**src/rtl/pul_wave_player.sv**
```systemverilog
// pul_wave_player: DDS address generator and scaled DAC output stage around the pulse waveform pROM
module pul_wave_player #(
  parameter int ACC_W   = 32,
  parameter int ADDR_W  = 11,
  parameter int DATA_W  = 8,
  parameter int ROM_LAT = 1
) (
  input  logic              clk_i,
  input  logic              reset_i,
  input  logic              start_i,
  input  logic              stop_i,
  input  logic [ACC_W-1:0]  ftw_i,
  input  logic [ADDR_W-1:0] phase_ofs_i,
  input  logic [15:0]       burst_cnt_i,
  input  logic [8:0]        amp_i,
  output logic [ADDR_W-1:0] rom_ad_o,
  output logic              rom_ce_o,
  output logic              rom_oce_o,
  input  logic [DATA_W-1:0] rom_dout_i,
  output logic [DATA_W-1:0] dac_data_o,
  output logic              dac_valid_o,
  output logic              period_sync_o,
  output logic              busy_o,
  output logic              done_o
);
  localparam int DW = $clog2(ROM_LAT + 1);
  typedef enum logic [1:0] {IDLE, RUN, DRAIN} state_t;
  state_t              state_q;
  logic [ACC_W-1:0]    acc_q, ftw_q;
  logic [ADDR_W-1:0]   ofs_q, rom_ad_q;
  logic [15:0]         burst_q, per_q;
  logic [8:0]          amp_q;
  logic [DW-1:0]       drn_q;
  logic                ce_q, iss_q, sync_q, done_q;
  logic [ROM_LAT:0]    vld_q, syn_q;
  logic [DATA_W-1:0]   dac_q;
  logic [ACC_W:0]      sum;
  logic [ADDR_W-1:0]   ad_nx;
  logic                last, drain_end;
  logic [DATA_W+8:0]   prod;
  assign sum       = {1'b0, acc_q} + {1'b0, ftw_q};
  assign ad_nx     = sum[ACC_W-1 -: ADDR_W] + ofs_q;
  assign last      = sum[ACC_W] && burst_q != 16'd0 && per_q == burst_q;
  assign drain_end = state_q == DRAIN && drn_q == DW'(ROM_LAT);
  assign prod      = {9'b0, rom_dout_i} * {{DATA_W{1'b0}}, amp_q};
  // Control FSM: latches config at start, steps the accumulator, counts periods, drains the pipe
  always_ff @(posedge clk_i or posedge reset_i) begin
    if (reset_i) begin
      state_q  <= IDLE;
      acc_q    <= '0;
      ftw_q    <= '0;
      ofs_q    <= '0;
      burst_q  <= '0;
      amp_q    <= '0;
      per_q    <= '0;
      drn_q    <= '0;
      rom_ad_q <= '0;
      ce_q     <= 1'b0;
      iss_q    <= 1'b0;
      sync_q   <= 1'b0;
      done_q   <= 1'b0;
    end else begin
      done_q <= 1'b0;
      case (state_q)
        IDLE: if (start_i && !stop_i) begin
          state_q  <= RUN;
          ftw_q    <= ftw_i;
          ofs_q    <= phase_ofs_i;
          burst_q  <= burst_cnt_i;
          amp_q    <= amp_i > 9'd256 ? 9'd256 : amp_i;
          acc_q    <= '0;
          per_q    <= 16'd1;
          rom_ad_q <= phase_ofs_i;
          ce_q     <= 1'b1;
          iss_q    <= 1'b1;
          sync_q   <= 1'b1;
        end
        RUN: if (stop_i || last) begin
          state_q <= DRAIN;
          drn_q   <= '0;
          iss_q   <= 1'b0;
          sync_q  <= 1'b0;
        end else begin
          acc_q    <= sum[ACC_W-1:0];
          rom_ad_q <= ad_nx;
          per_q    <= per_q + 16'(sum[ACC_W]);
          sync_q   <= sum[ACC_W];
        end
        DRAIN: if (drain_end) begin
          state_q <= IDLE;
          ce_q    <= 1'b0;
          done_q  <= 1'b1;
        end else drn_q <= drn_q + DW'(1);
        default: state_q <= IDLE;
      endcase
    end
  end
  // Sample pipe: an address aborted by stop in its own cycle never becomes a sample
  always_ff @(posedge clk_i or posedge reset_i) begin
    if (reset_i) begin
      vld_q <= '0;
      syn_q <= '0;
      dac_q <= '0;
    end else begin
      vld_q <= {vld_q[ROM_LAT-1:0], iss_q & ~stop_i};
      syn_q <= {syn_q[ROM_LAT-1:0], sync_q & ~stop_i};
      if (drain_end) dac_q <= '0;
      else if (vld_q[ROM_LAT-1]) dac_q <= prod[DATA_W+7:8];
    end
  end
  assign rom_ad_o      = rom_ad_q;
  assign rom_ce_o      = ce_q;
  assign rom_oce_o     = ce_q;
  assign busy_o        = ce_q;
  assign done_o        = done_q;
  assign dac_data_o    = dac_q;
  assign dac_valid_o   = vld_q[ROM_LAT];
  assign period_sync_o = syn_q[ROM_LAT];
endmodule
```
**config.mk**
```make
export PLATFORM = sky130hd
export DESIGN_NAME = pul_wave_player
export DESIGN_NICKNAME = d
export VERILOG_FILES = /design/src/rtl/pul_wave_player.sv
export SDC_FILE = /design/constraint.sdc
export NUM_CORES = 1
export LEC_CHECK = 0
export ABC_CLOCK_PERIOD_IN_PS = 6200
export BUFFER_PORTS_ARGS = -buffer_cell sky130_fd_sc_hd__buf_2
export CAP_MARGIN = 20
export CORE_UTILIZATION = 60
export DETAILED_ROUTE_END_ITERATION = 10
export HOLD_SLACK_MARGIN = 0.08
export PLACE_DENSITY = 0.81
export SLEW_MARGIN = 25
export SYNTH_ARGS = -nofsm -noshare
export SYNTH_HDL_FRONTEND = slang
export SYNTH_SLANG_ARGS = --single-unit
```
**constraint.sdc**
```tcl
create_clock -name clk_i -period 6.2 [get_ports clk_i]
set_clock_uncertainty 0.2 [all_clocks]
set_input_delay 0.93 -clock clk_i [delete_from_list [all_inputs] [get_ports clk_i]]
set_output_delay 0.93 -clock clk_i [all_outputs]
set_load 0.05 [all_outputs]
```
==> flow_summary.ini <==
[pwr]
power_density_nw_per_um2 = 580
peakVddDrop_uv = 325
p_leak_nw = 5.94
finalPower_w = 0.00670

[layout]
finalInstanceArea_um2 = 11600
area_growth_pct = 12.2
instances_no_fill = 1484
drive_gt1_frac = 0.126
multiInputGateArea_um2 = 6220
regArea_um2 = 3650
n_fill_cell = 1328
fin_nets = 1449
final_util = 0.692
diodes = 0

[worst_setup_path]
endpoint = dac_data_o[7]
cp_common_cell = fa_1
cp.arrival_ns = 5.57
slowest_delay_ns = 0.55
critPathKind = primary input to flip-flop
worstPathMaxFanout = 9
crit_path_start_kind = primary input
critPathLaunch = rom_dout_i[7]
r2r_slack_ns = 0.89
regToRegStartpoint = amp_q[1]
r2r-end = dac_data_o[7]
crit_required_ns = 6.33
crit_path_end_kind = flip-flop
path_cells = buf_2 > and2_1 > fa_1 > fa_1 > fa_1 > inv_1 > fa_1 > inv_1 > ha_1 > a21o_1 > a21oi_1 > nand2_1 > a21oi_1 > o2111ai_1 > o31ai_1 > xnor2_1 > a211oi_1
r2r_cells = 16
cpMaxStageDelayCell = fa_1

[floorplan]
die_x_um = 133
ios = 105
initial_core_util = 0.617
core_um2 = 16700
dieArea_um2 = 17700
die_y_um = 133
rows = 47

[clock_network]
clk_pin_slew_ns = 0.06
cts_buffers = 17
cts_buffer_depth = 2
clkSinkCount = 146
cts_tree = built
worstSkewPairLatency_ns = 0.44
cts_max_level = 4
root_buffer = clkbuf_16
post_cts_buffers = 0
ctsHoldBuffers = 0
ctsResizeCount = 0

[placed_design]
dpl_cell_area_um2 = 11000
portBuffers = 104
dp_cells = 1452
dp_hpwl_um = 16700
gp_congestion = 0.875

[synthesis]
synth_ff_type = dfrtp_1
netlist.area_leader.share = 0.355
ys_seq_area_frac = 0.355
ys_warn_count = 0
ys_top_cells_by_area = dfrtp_1 35%, nand2_1 9.7%, ha_1 9.2%
syn-cell-area_um2 = 10300
yosys.area.top_type = dfrtp_1
synth_area_per_cell_um2 = 8.85
synthTopCellsByCount = 266 x nand2_1, 146 x dfrtp_1, 76 x ha_1, 71 x inv_1, 55 x and2_1
syn_inst = 1164
synth_nets = 1362
yosysMostFrequentCell = nand2_1
synth.distinct_cells = 62
synth_seq_cells = 146
async_flop_share = 1.00
synth_edf_count = 0

[grt]
grt_pass1_vias = 8392
grt_pass1_wl_um = 40000
grt_max_degree = 100
grt_usage = 0.285
antenna_found_initial = 0
grt_overflow = 0

[detailed_routing]
drt_iter0_drc = 763
via_per_inst = 5.69
avgRoutedWirePerCell_um = 15.9
via_count = 8447
wirelength_um = 23600
firstDrtPassIters = 5
drc = 0
ant_nets = 0

[sta]
drv_slew = 0
max_freq_mhz = 184
worst-slew-pin-transition_ns = 0.994
tns_ns = 0
rsz0062_at_grt = false
slew_headroom = 0.336
min_period_ns = 5.44
fin_crit_sh = 0.877
hold_viol = 0
setup_violations = 0

[run]
maxCapViolations = 0

[status]
outcome = finished clean

[hold_path]
hold_path_class = flip-flop to flip-flop
final cells by class:
cell class | instances | area share
clock inverters | 15 | 0.0129
repair buffers | 109 | 0.0483
multi-input cells | 905 | 0.538
well taps | 220 | 0.0238
flip-flops and latches | 146 | 0.316
inverters | 72 | 0.0238
clock buffers | 17 | 0.0368
worst min path at each step:
stage	end	slack [ns]	cells past startpoint	start
floorplan	syn_q[1]	0.13	0	syn_q[0]
global placement	syn_q[1]	0.13	0	syn_q[0]
detailed placement	syn_q[1]	0.13	0	syn_q[0]
CTS	syn_q[1]	0.15	0	syn_q[0]
global route	syn_q[1]	0.16	0	syn_q[0]
finish	syn_q[1]	0.15	0	syn_q[0]
flip-flops by register name (all words and copies together), names as in the netlist, 2 cells and up:
| name | count |
|---|---|
| amp_q | 9 |
| burst_q | 16 |
| rom_ad_o | 11 |
| ofs_q | 11 |
| state_q | 2 |
| syn_q | 2 |
| ftw_q | 32 |
| dac_data_o | 8 |
| acc_q | 32 |
| vld_q | 2 |
| per_q | 16 |
worst max-delay path: cells and delay by family:
| kind | cells | cell delay [ns] |
|---|---|---|
| AOI/OAI and AO/OA | 6 | 1.58 |
| xor gates and xnor gates | 1 | 0.11 |
| adders and majority gates | 5 | 2.45 |
| buffers and inverters | 3 | 0.24 |
| and+or+nand+nor | 2 | 0.26 |
logic make-up after synthesis:
kind of cell,synth area share
buffers and inverters,0.0426
xor gates and xnor gates,0.0519
DFF,0.355
and+or+nand+nor,0.230
muxes,0.0199
adders and majority gates,0.174
AOI/OAI and AO/OA,0.127
power breakdown:
part | internal (W) | switching [W]
clock | 0.000563 | 0.000453
combinational | 0.00158 | 0.00244
sequential | 0.00134 | 0.000330
per-stage QoR:
stage | worst slack [ns] | hold slack, ns
6_report | 0.760 | 0.149
3_5_place_dp | 0.318 | 0.135
5_1_grt | 0.509 | 0.157
3_3_place_gp | 0.544 | 0.133
4_1_cts | 0.770 | 0.149
2_1_floorplan | 0.926 | 0.131
metal layers:
| layer | vias to the layer above | global-route usage | routed length [µm] |
|---|---|---|---|
| met1 | 4059 | 0.383 | 10900 |
| met2 | 206 | 0.464 | 11100 |
| met4 | 0 | 0.0964 | 448 |
| li1 | 4145 | - | - |
| met5 | - | 0 | 0 |
| met3 | 37 | 0.0540 | 1170 |
placed cells by master (no fill, tap or decap), types with 3 or more instances in the layout:
cell type   instances
nand3b_1            8
clkbuf_16          17
nand4_1            12
nand2b_1            9
a211oi_1            8
and3_1             13
inv_6               6
o21ai_0            44
buf_4               5
nor4_1             11
o41ai_1             3
and4_1              3
ha_1               76
fa_1               42
xor2_1             29
o211a_1             3
clkinvlp_4          4
mux2_2              4
mux2i_1            16
inv_1              70
o211ai_1            6
or3_1               6
nor2_1             36
o21bai_1           10
xnor2_1            32
nor3_1             27
a21oi_1            43
nor2b_1             7
or4_1               4
a21o_1             23
buf_2             104
and2_1             55
o31ai_1             8
dfrtp_1           146
nand2_1           266
o21a_1              5
nand3_1            46
a31o_2              3
a31oi_1             5
o21ai_1            17
(Power assumes the default switching activity.)
